File: config.mk
export PLATFORM = sky130hd
export DESIGN_NAME = spi_master_ctrl
export DESIGN_NICKNAME = d
export VERILOG_FILES = /design/src/rtl/spi_master_ctrl.sv
export SDC_FILE = /design/constraint.sdc
export NUM_CORES = 1
export LEC_CHECK = 0
export BUFFER_PORTS_ARGS = -buffer_cell sky130_fd_sc_hd__buf_4
export CAP_MARGIN = 0
export CORE_ASPECT_RATIO = 1.75
export CORE_MARGIN = 5
export CORE_UTILIZATION = 45
export DETAILED_ROUTE_END_ITERATION = 6
export GPL_TIMING_DRIVEN = 0
export PLACE_DENSITY = 0.87
export SYNTH_ARGS = -nofsm -noshare
export SYNTH_HDL_FRONTEND = slang
export SYNTH_SLANG_ARGS = --single-unit
export TNS_END_PERCENT = 5
File: constraint.sdc
create_clock -name clk_i -period 1.85 [get_ports clk_i]
set_input_delay 0.0925 -clock clk_i [delete_from_list [all_inputs] [get_ports clk_i]]
set_output_delay 0.0925 -clock clk_i [all_outputs]
set_load 0.1 [all_outputs]
File: src/rtl/spi_master_ctrl.sv
// -----------------------------------------------------------------------------
// spi_master_ctrl
//   SPI master engine (mode 0). It watches the SPI control register, and when
//   the send bit is set it runs one transaction of n_tx_end+1 bytes against the
//   byte data RAM. Each received byte overwrites the byte it replaced. At the
//   end it writes the control word back with send cleared and n_rx_end set.
//
// Configuration macro:
//   SPI_LSB_FIRST_EN  defined   -> bit 0 first on MOSI, rx assembled LSB first
//                     undefined -> MSB first in both directions (PMOD ALS)
//
// Ports:
//   clk_i        system clock (10 MHz)
//   rst_n_i      synchronous reset, active low
//   ctrl_i       current control register contents
//   ctrl_wr_o    1-cycle write strobe into the control register
//   ctrl_data_o  word written back with ctrl_wr_o
//   mem_addr_o   data RAM byte index
//   mem_rdata_i  data RAM read data (sync read, 1-cycle latency, [7:0] used)
//   mem_we_o     data RAM write enable (received byte)
//   mem_wdata_o  {24'h0, rx_byte}
//   sclk_o       SPI clock, idles low
//   cs_n_o       chip select, active low (only driven low when cs_ctrl is set)
//   mosi_o       master out
//   miso_i       master in
//   busy_o       high whenever the engine is not idle
// -----------------------------------------------------------------------------
module spi_master_ctrl #(
  parameter int HALF_PER = 5,
  parameter int AW       = 9
) (
  input  logic          clk_i,
  input  logic          rst_n_i,
  input  logic [31:0]   ctrl_i,
  output logic          ctrl_wr_o,
  output logic [31:0]   ctrl_data_o,
  output logic [AW-1:0] mem_addr_o,
  input  logic [31:0]   mem_rdata_i,
  output logic          mem_we_o,
  output logic [31:0]   mem_wdata_o,
  output logic          sclk_o,
  output logic          cs_n_o,
  output logic          mosi_o,
  input  logic          miso_i,
  output logic          busy_o
);

  localparam int DW = (HALF_PER > 2) ? $clog2(HALF_PER) : 1;

  typedef enum logic [2:0] {
    S_IDLE    = 3'd0,
    S_LOAD    = 3'd1,
    S_RD_WAIT = 3'd2,
    S_SHIFT   = 3'd3,
    S_STORE   = 3'd4,
    S_DONE    = 3'd5
  } state_t;

  state_t          state_q;
  logic [31:0]     shadow_q;
  logic [AW-1:0]   byte_cnt_q;
  logic [DW-1:0]   div_q;
  logic [3:0]      half_q;
  logic [7:0]      tx_q;
  logic [7:0]      rx_q;
  logic            sclk_q;
  logic            cs_n_q;
  logic            mosi_q;
  logic            ctrl_wr_q;
  logic [31:0]     ctrl_data_q;
  logic [AW-1:0]   mem_addr_q;
  logic            mem_we_q;
  logic [7:0]      mem_wdata_q;
  logic            busy_q;

  logic [7:0]      tx_byte_d;
  logic            tx_first_d;
  logic [7:0]      tx_shift_d;
  logic            mosi_next_d;
  logic [7:0]      rx_shift_d;
  logic            div_last_d;
  logic            last_byte_d;

  // Upper RAM data bits and the old n_rx_end field are intentionally ignored.
  logic            unused_s;
  assign unused_s = ^{mem_rdata_i[31:8], shadow_q[25:16]};

  // Byte to transmit: all_1s has priority over all_0s, otherwise RAM data.
  always_comb begin
    tx_byte_d = mem_rdata_i[7:0];
    if (shadow_q[2]) begin
      tx_byte_d = 8'hFF;
    end else if (shadow_q[3]) begin
      tx_byte_d = 8'h00;
    end else begin
      tx_byte_d = mem_rdata_i[7:0];
    end
  end

  // Bit-order dependent shift paths.
`ifdef SPI_LSB_FIRST_EN
  assign tx_first_d  = tx_byte_d[0];
  assign tx_shift_d  = {1'b0, tx_q[7:1]};
  assign mosi_next_d = tx_shift_d[0];
  assign rx_shift_d  = {miso_i, rx_q[7:1]};
`else
  assign tx_first_d  = tx_byte_d[7];
  assign tx_shift_d  = {tx_q[6:0], 1'b0};
  assign mosi_next_d = tx_shift_d[7];
  assign rx_shift_d  = {rx_q[6:0], miso_i};
`endif

  assign div_last_d  = (div_q == DW'(HALF_PER - 1));
  assign last_byte_d = (byte_cnt_q == shadow_q[4 +: AW]);

  // Transaction sequencer with all outputs registered.
  always_ff @(posedge clk_i) begin
    if (!rst_n_i) begin
      state_q     <= S_IDLE;
      shadow_q    <= 32'h0;
      byte_cnt_q  <= '0;
      div_q       <= '0;
      half_q      <= 4'd0;
      tx_q        <= 8'h00;
      rx_q        <= 8'h00;
      sclk_q      <= 1'b0;
      cs_n_q      <= 1'b1;
      mosi_q      <= 1'b0;
      ctrl_wr_q   <= 1'b0;
      ctrl_data_q <= 32'h0;
      mem_addr_q  <= '0;
      mem_we_q    <= 1'b0;
      mem_wdata_q <= 8'h00;
      busy_q      <= 1'b0;
    end else begin
      case (state_q)
        S_IDLE: begin
          if (ctrl_i[0]) begin
            shadow_q   <= ctrl_i;
            byte_cnt_q <= '0;
            // Address is presented during LOAD so data is ready after RD_WAIT.
            mem_addr_q <= '0;
            cs_n_q     <= ~ctrl_i[1];
            busy_q     <= 1'b1;
            state_q    <= S_LOAD;
          end
        end
        S_LOAD: begin
          state_q <= S_RD_WAIT;
        end
        S_RD_WAIT: begin
          tx_q    <= tx_byte_d;
          mosi_q  <= tx_first_d;
          div_q   <= '0;
          half_q  <= 4'd0;
          sclk_q  <= 1'b0;
          state_q <= S_SHIFT;
        end
        S_SHIFT: begin
          if (div_last_d) begin
            div_q  <= '0;
            sclk_q <= ~sclk_q;
            if (!sclk_q) begin
              // Rising edge: sample MISO.
              rx_q <= rx_shift_d;
            end else begin
              // Falling edge: present the next transmit bit.
              tx_q   <= tx_shift_d;
              mosi_q <= mosi_next_d;
            end
            if (half_q == 4'd15) begin
              mem_we_q    <= 1'b1;
              mem_wdata_q <= rx_q;
              state_q     <= S_STORE;
            end else begin
              half_q <= half_q + 4'd1;
            end
          end else begin
            div_q <= div_q + DW'(1);
          end
        end
        S_STORE: begin
          mem_we_q <= 1'b0;
          if (last_byte_d) begin
            cs_n_q      <= 1'b1;
            mosi_q      <= 1'b0;
            ctrl_wr_q   <= 1'b1;
            ctrl_data_q <= {shadow_q[31:26], 10'(byte_cnt_q), shadow_q[15:1], 1'b0};
            state_q     <= S_DONE;
          end else begin
            byte_cnt_q <= byte_cnt_q + AW'(1);
            mem_addr_q <= byte_cnt_q + AW'(1);
            state_q    <= S_LOAD;
          end
        end
        S_DONE: begin
          // The register takes the writeback on this edge, so IDLE sees send=0.
          ctrl_wr_q <= 1'b0;
          busy_q    <= 1'b0;
          state_q   <= S_IDLE;
        end
        default: begin
          state_q   <= S_IDLE;
          sclk_q    <= 1'b0;
          cs_n_q    <= 1'b1;
          mem_we_q  <= 1'b0;
          ctrl_wr_q <= 1'b0;
          busy_q    <= 1'b0;
        end
      endcase
    end
  end

  assign ctrl_wr_o   = ctrl_wr_q;
  assign ctrl_data_o = ctrl_data_q;
  assign mem_addr_o  = mem_addr_q;
  assign mem_we_o    = mem_we_q;
  assign mem_wdata_o = {24'h0, mem_wdata_q};
  assign sclk_o      = sclk_q;
  assign cs_n_o      = cs_n_q;
  assign mosi_o      = mosi_q;
  assign busy_o      = busy_q;

endmodule
==> results.cfg <==
[status]
status = finished, violations left
violations = negative setup slack

[floorplan]
ios = 146
die_height_um = 139
dieArea_sq_mm = 0.0116
dieWidth_um = 83.7
rows = 47
core_area_sq_mm = 0.00941
start_util_pct = 45.5

[global_routing]
grt_overflow = 0
antenna_found_initial = 0
grt_pass1_wl_mm = 20.2
grt_max_degree = 17
grt_pass1_vias = 4285
gr-usage-all-layers_pct = 21.1

[setup_path]
cpMaxStageDelayCell = or3b_4
worstPathRequired_ns = 2.12
cpPeakStageDelay_ns = 0.41
cp.arrival_ns = 2.17
end_kind = flip-flop
timing.rr.start = state_q[0]
path_cells = or3b_4 -> nor4_4 -> and4_1 -> buf_6 -> buf_6 -> nand2_2 -> a21oi_1
start_kind = flip-flop
crit_path_frequent_cell = buf_6
cp-startpoint = state_q[0]
path_delay_family = simple AND/OR/NAND/NOR gates
crit_fanout = 8
crit_type = reg2reg
path_buf_inv = 2

[route]
vias_per_cell = 5.56
wirelength_mm = 13.3
vias = 4338
wl_per_cell_um = 17.0
dr.pass1.iters = 5
drtAntennaViolNets = 0
drc = 0
drtIter0Drc = 469

[finish]
mostFrequentLayoutCells = 117 x buf_4, 109 x nand2_1, 87 x dfxtp_1
area_growth_pct = 36.4
fillers = 746
nets = 725
utilization_pct = 62.0
fin_cells = 780
num_antenna_cells = 0
stdcell_area_sq_mm = 0.00583
drive_gt1_share_pct = 29.5
final_common_cell = buf_4

[timing]
max_slew_margin_pct = 39.2
hold_viol = 0
max_freq_mhz = 526
clock_skew_ns = 0.00648
setup_violations = 15
min_period_ns = 1.90
worstMarginPinSlew_ns = 0.905
rsz0062_at_grt = yes
layout_setup_ws_ns = -0.0518
maxSlewViolCount = 0
final.period_utilization_pct = 103
holdWs_ns = 0.0141

[yosys]
synthCells = 521
ys_seq_area_share_pct = 46.3
yosysUniqueCellTypes = 47
synth_edf_count = 0
yosys-top-cells-area = dfxtp_1 46%, nand2_1 10%, a21oi_1 9.5%, buf_4 4.9%, mux2i_1 4.0%
yosys_warnings = 0
synth_top_area_share_pct = 46.3
netlist_area_sq_mm = 0.00428
syn_avg_cell_area_sq_um = 8.21
synthFlopType = dfxtp_1
ys_ff_latch = 99
synthArstFlopShare_pct = 0
synth_top_area_cell = dfxtp_1

[pwr]
irDropWorstVdd_mv = 0.576
p_clk_share_pct = 36.7
p_leak_nw = 2.41
power_density_mw_per_mm2 = 863
p_switching_mw = 1.53
sw_frac_of_total_pct = 30.4
seqPwrFrac_pct = 44.9
power_frac_comb_pct = 18.4
p_int_mw = 3.50

[cts]
clock_path_buffers = 2
clk_latency_ns = 0.35
cts.sinks = 99
cts_tree = done
htree_levels = 3
path_clk_slew_ns = 0.07
cts_buffers = 9
cts-root-buf = clkbuf_16

[placement]
gp_congestion = 0.906
placed_area_sq_mm = 0.00519
place_inst = 752
io_buffers = 84
hpwl_mm = 8.96
place_ws_ns = -0.301

[hold_path]
hold_class = in2reg
min_from = ctrl_i[12]

[job]
maxCapViolations = 0
[cells by family after synthesis]
| logic type | synth area share (%) |
|---|---|
| and+or+nand+nor | 20.0 |
| AOI/OAI and AO/OA | 16.2 |
| DFF | 46.3 |
| buffers and inverters | 9.51 |
| muxes | 4.24 |
| xor gates and xnor gates | 2.46 |
| adders and majority gates | 1.17 |
| other | 0.0877 |
[metal layers]
metal  GRT usage [%]  vias up  wire length [um]
met5               0        -                 0
met4            9.92        0               582
met3            6.30       55              1100
met2            40.0      262              7200
met1            20.4     2036              4380
li1                -     1985                 -
[power by group through the flow]
stage	logic (mW)	registers (mW)	clock network, mW
2_1_floorplan	0.610	2.33	0
3_3_place_gp	0.824	2.28	0
3_5_place_dp	0.842	2.29	0
4_1_cts	0.866	2.25	1.86
5_1_grt	0.986	2.26	1.93
6_report	0.927	2.26	1.85
[final timing paths]
check        cells past startpoint              end  slack, ns
max                              7  ctrl_data_o[17]      -0.05
min                              3     shadow_q[12]       0.01
max reg2reg                      7  ctrl_data_o[17]      -0.05
min reg2reg                      2  ctrl_data_o[13]       0.46
[cells in the mapped netlist, types with 2 or more instances]
master and instances:
mux2i_1 17, a211oi_1 2, and4_1 2, o41ai_1 3, ha_1 4, buf_6 3, buf_2 7, o21ai_0 6
nand2b_1 3, nand3_1 9, xnor2_1 3, nor4_1 2, nand4_1 3, o21ai_1 2, nor2_1 36, xor2_1 9
o31ai_1 5, nand4b_1 3, a31oi_1 3, and2_1 2, nor3_1 5, clkbuf_1 25, a21oi_1 81, dfxtp_1 99
o311ai_0 3, buf_4 28, nor2b_1 2, nand2_1 117, o211ai_1 8, inv_1 8, and3_1 5
[flip-flops by register name (all words and copies together) (netlist names)]
signal       flops
busy_o           1
cs_n_o           1
ctrl_data_o     30
ctrl_wr_o        1
div_q            3
half_q           4
mem_addr_o       9
mem_wdata_q      8
mem_we_o         1
mosi_o           1
rx_q             8
sclk_o           1
shadow_q        21
state_q          3
tx_q             7
[timing repair]
action / CTS / global route
gates cloned: 2 / 1
setup buffers: 2 / 3
setup endpoints to repair: 56 / 87
endpoints found under the hold margin: 8 / 0
pin swaps: 18 / 12
resized for setup: 26 / 42
hold buffers: 8 / 0
[worst reg2reg max path, cell delays in order, from the launching register on]
cell and delay [ns]:
dfxtp_4 0.37, or3b_4 0.41, nor4_4 0.24, and4_1 0.25, buf_6 0.16, buf_6 0.15, nand2_2 0.08, a21oi_1 0.17
[metrics by stage]
step	total power, mW	setup TNS [ns]
after floorplan	2.94	-0.149
after global placement	3.11	-6.48
after detailed placement	3.13	-8.78
after CTS	4.97	-4.29
after global routing	5.18	-2.62
final	5.03	-0.432
[cell type report]
class | count | area (sq um) | area share, %
clock buffers | 9 | 225 | 3.86
well taps | 122 | 153 | 2.62
clock inverters | 6 | 66.3 | 1.14
flip-flops and latches | 99 | 2020 | 34.6
multi-input cells | 375 | 2150 | 36.9
inverters | 8 | 30.0 | 0.515
repair buffers | 100 | 796 | 13.6
plain buffers | 61 | 393 | 6.74
(Power assumes the default switching activity.)
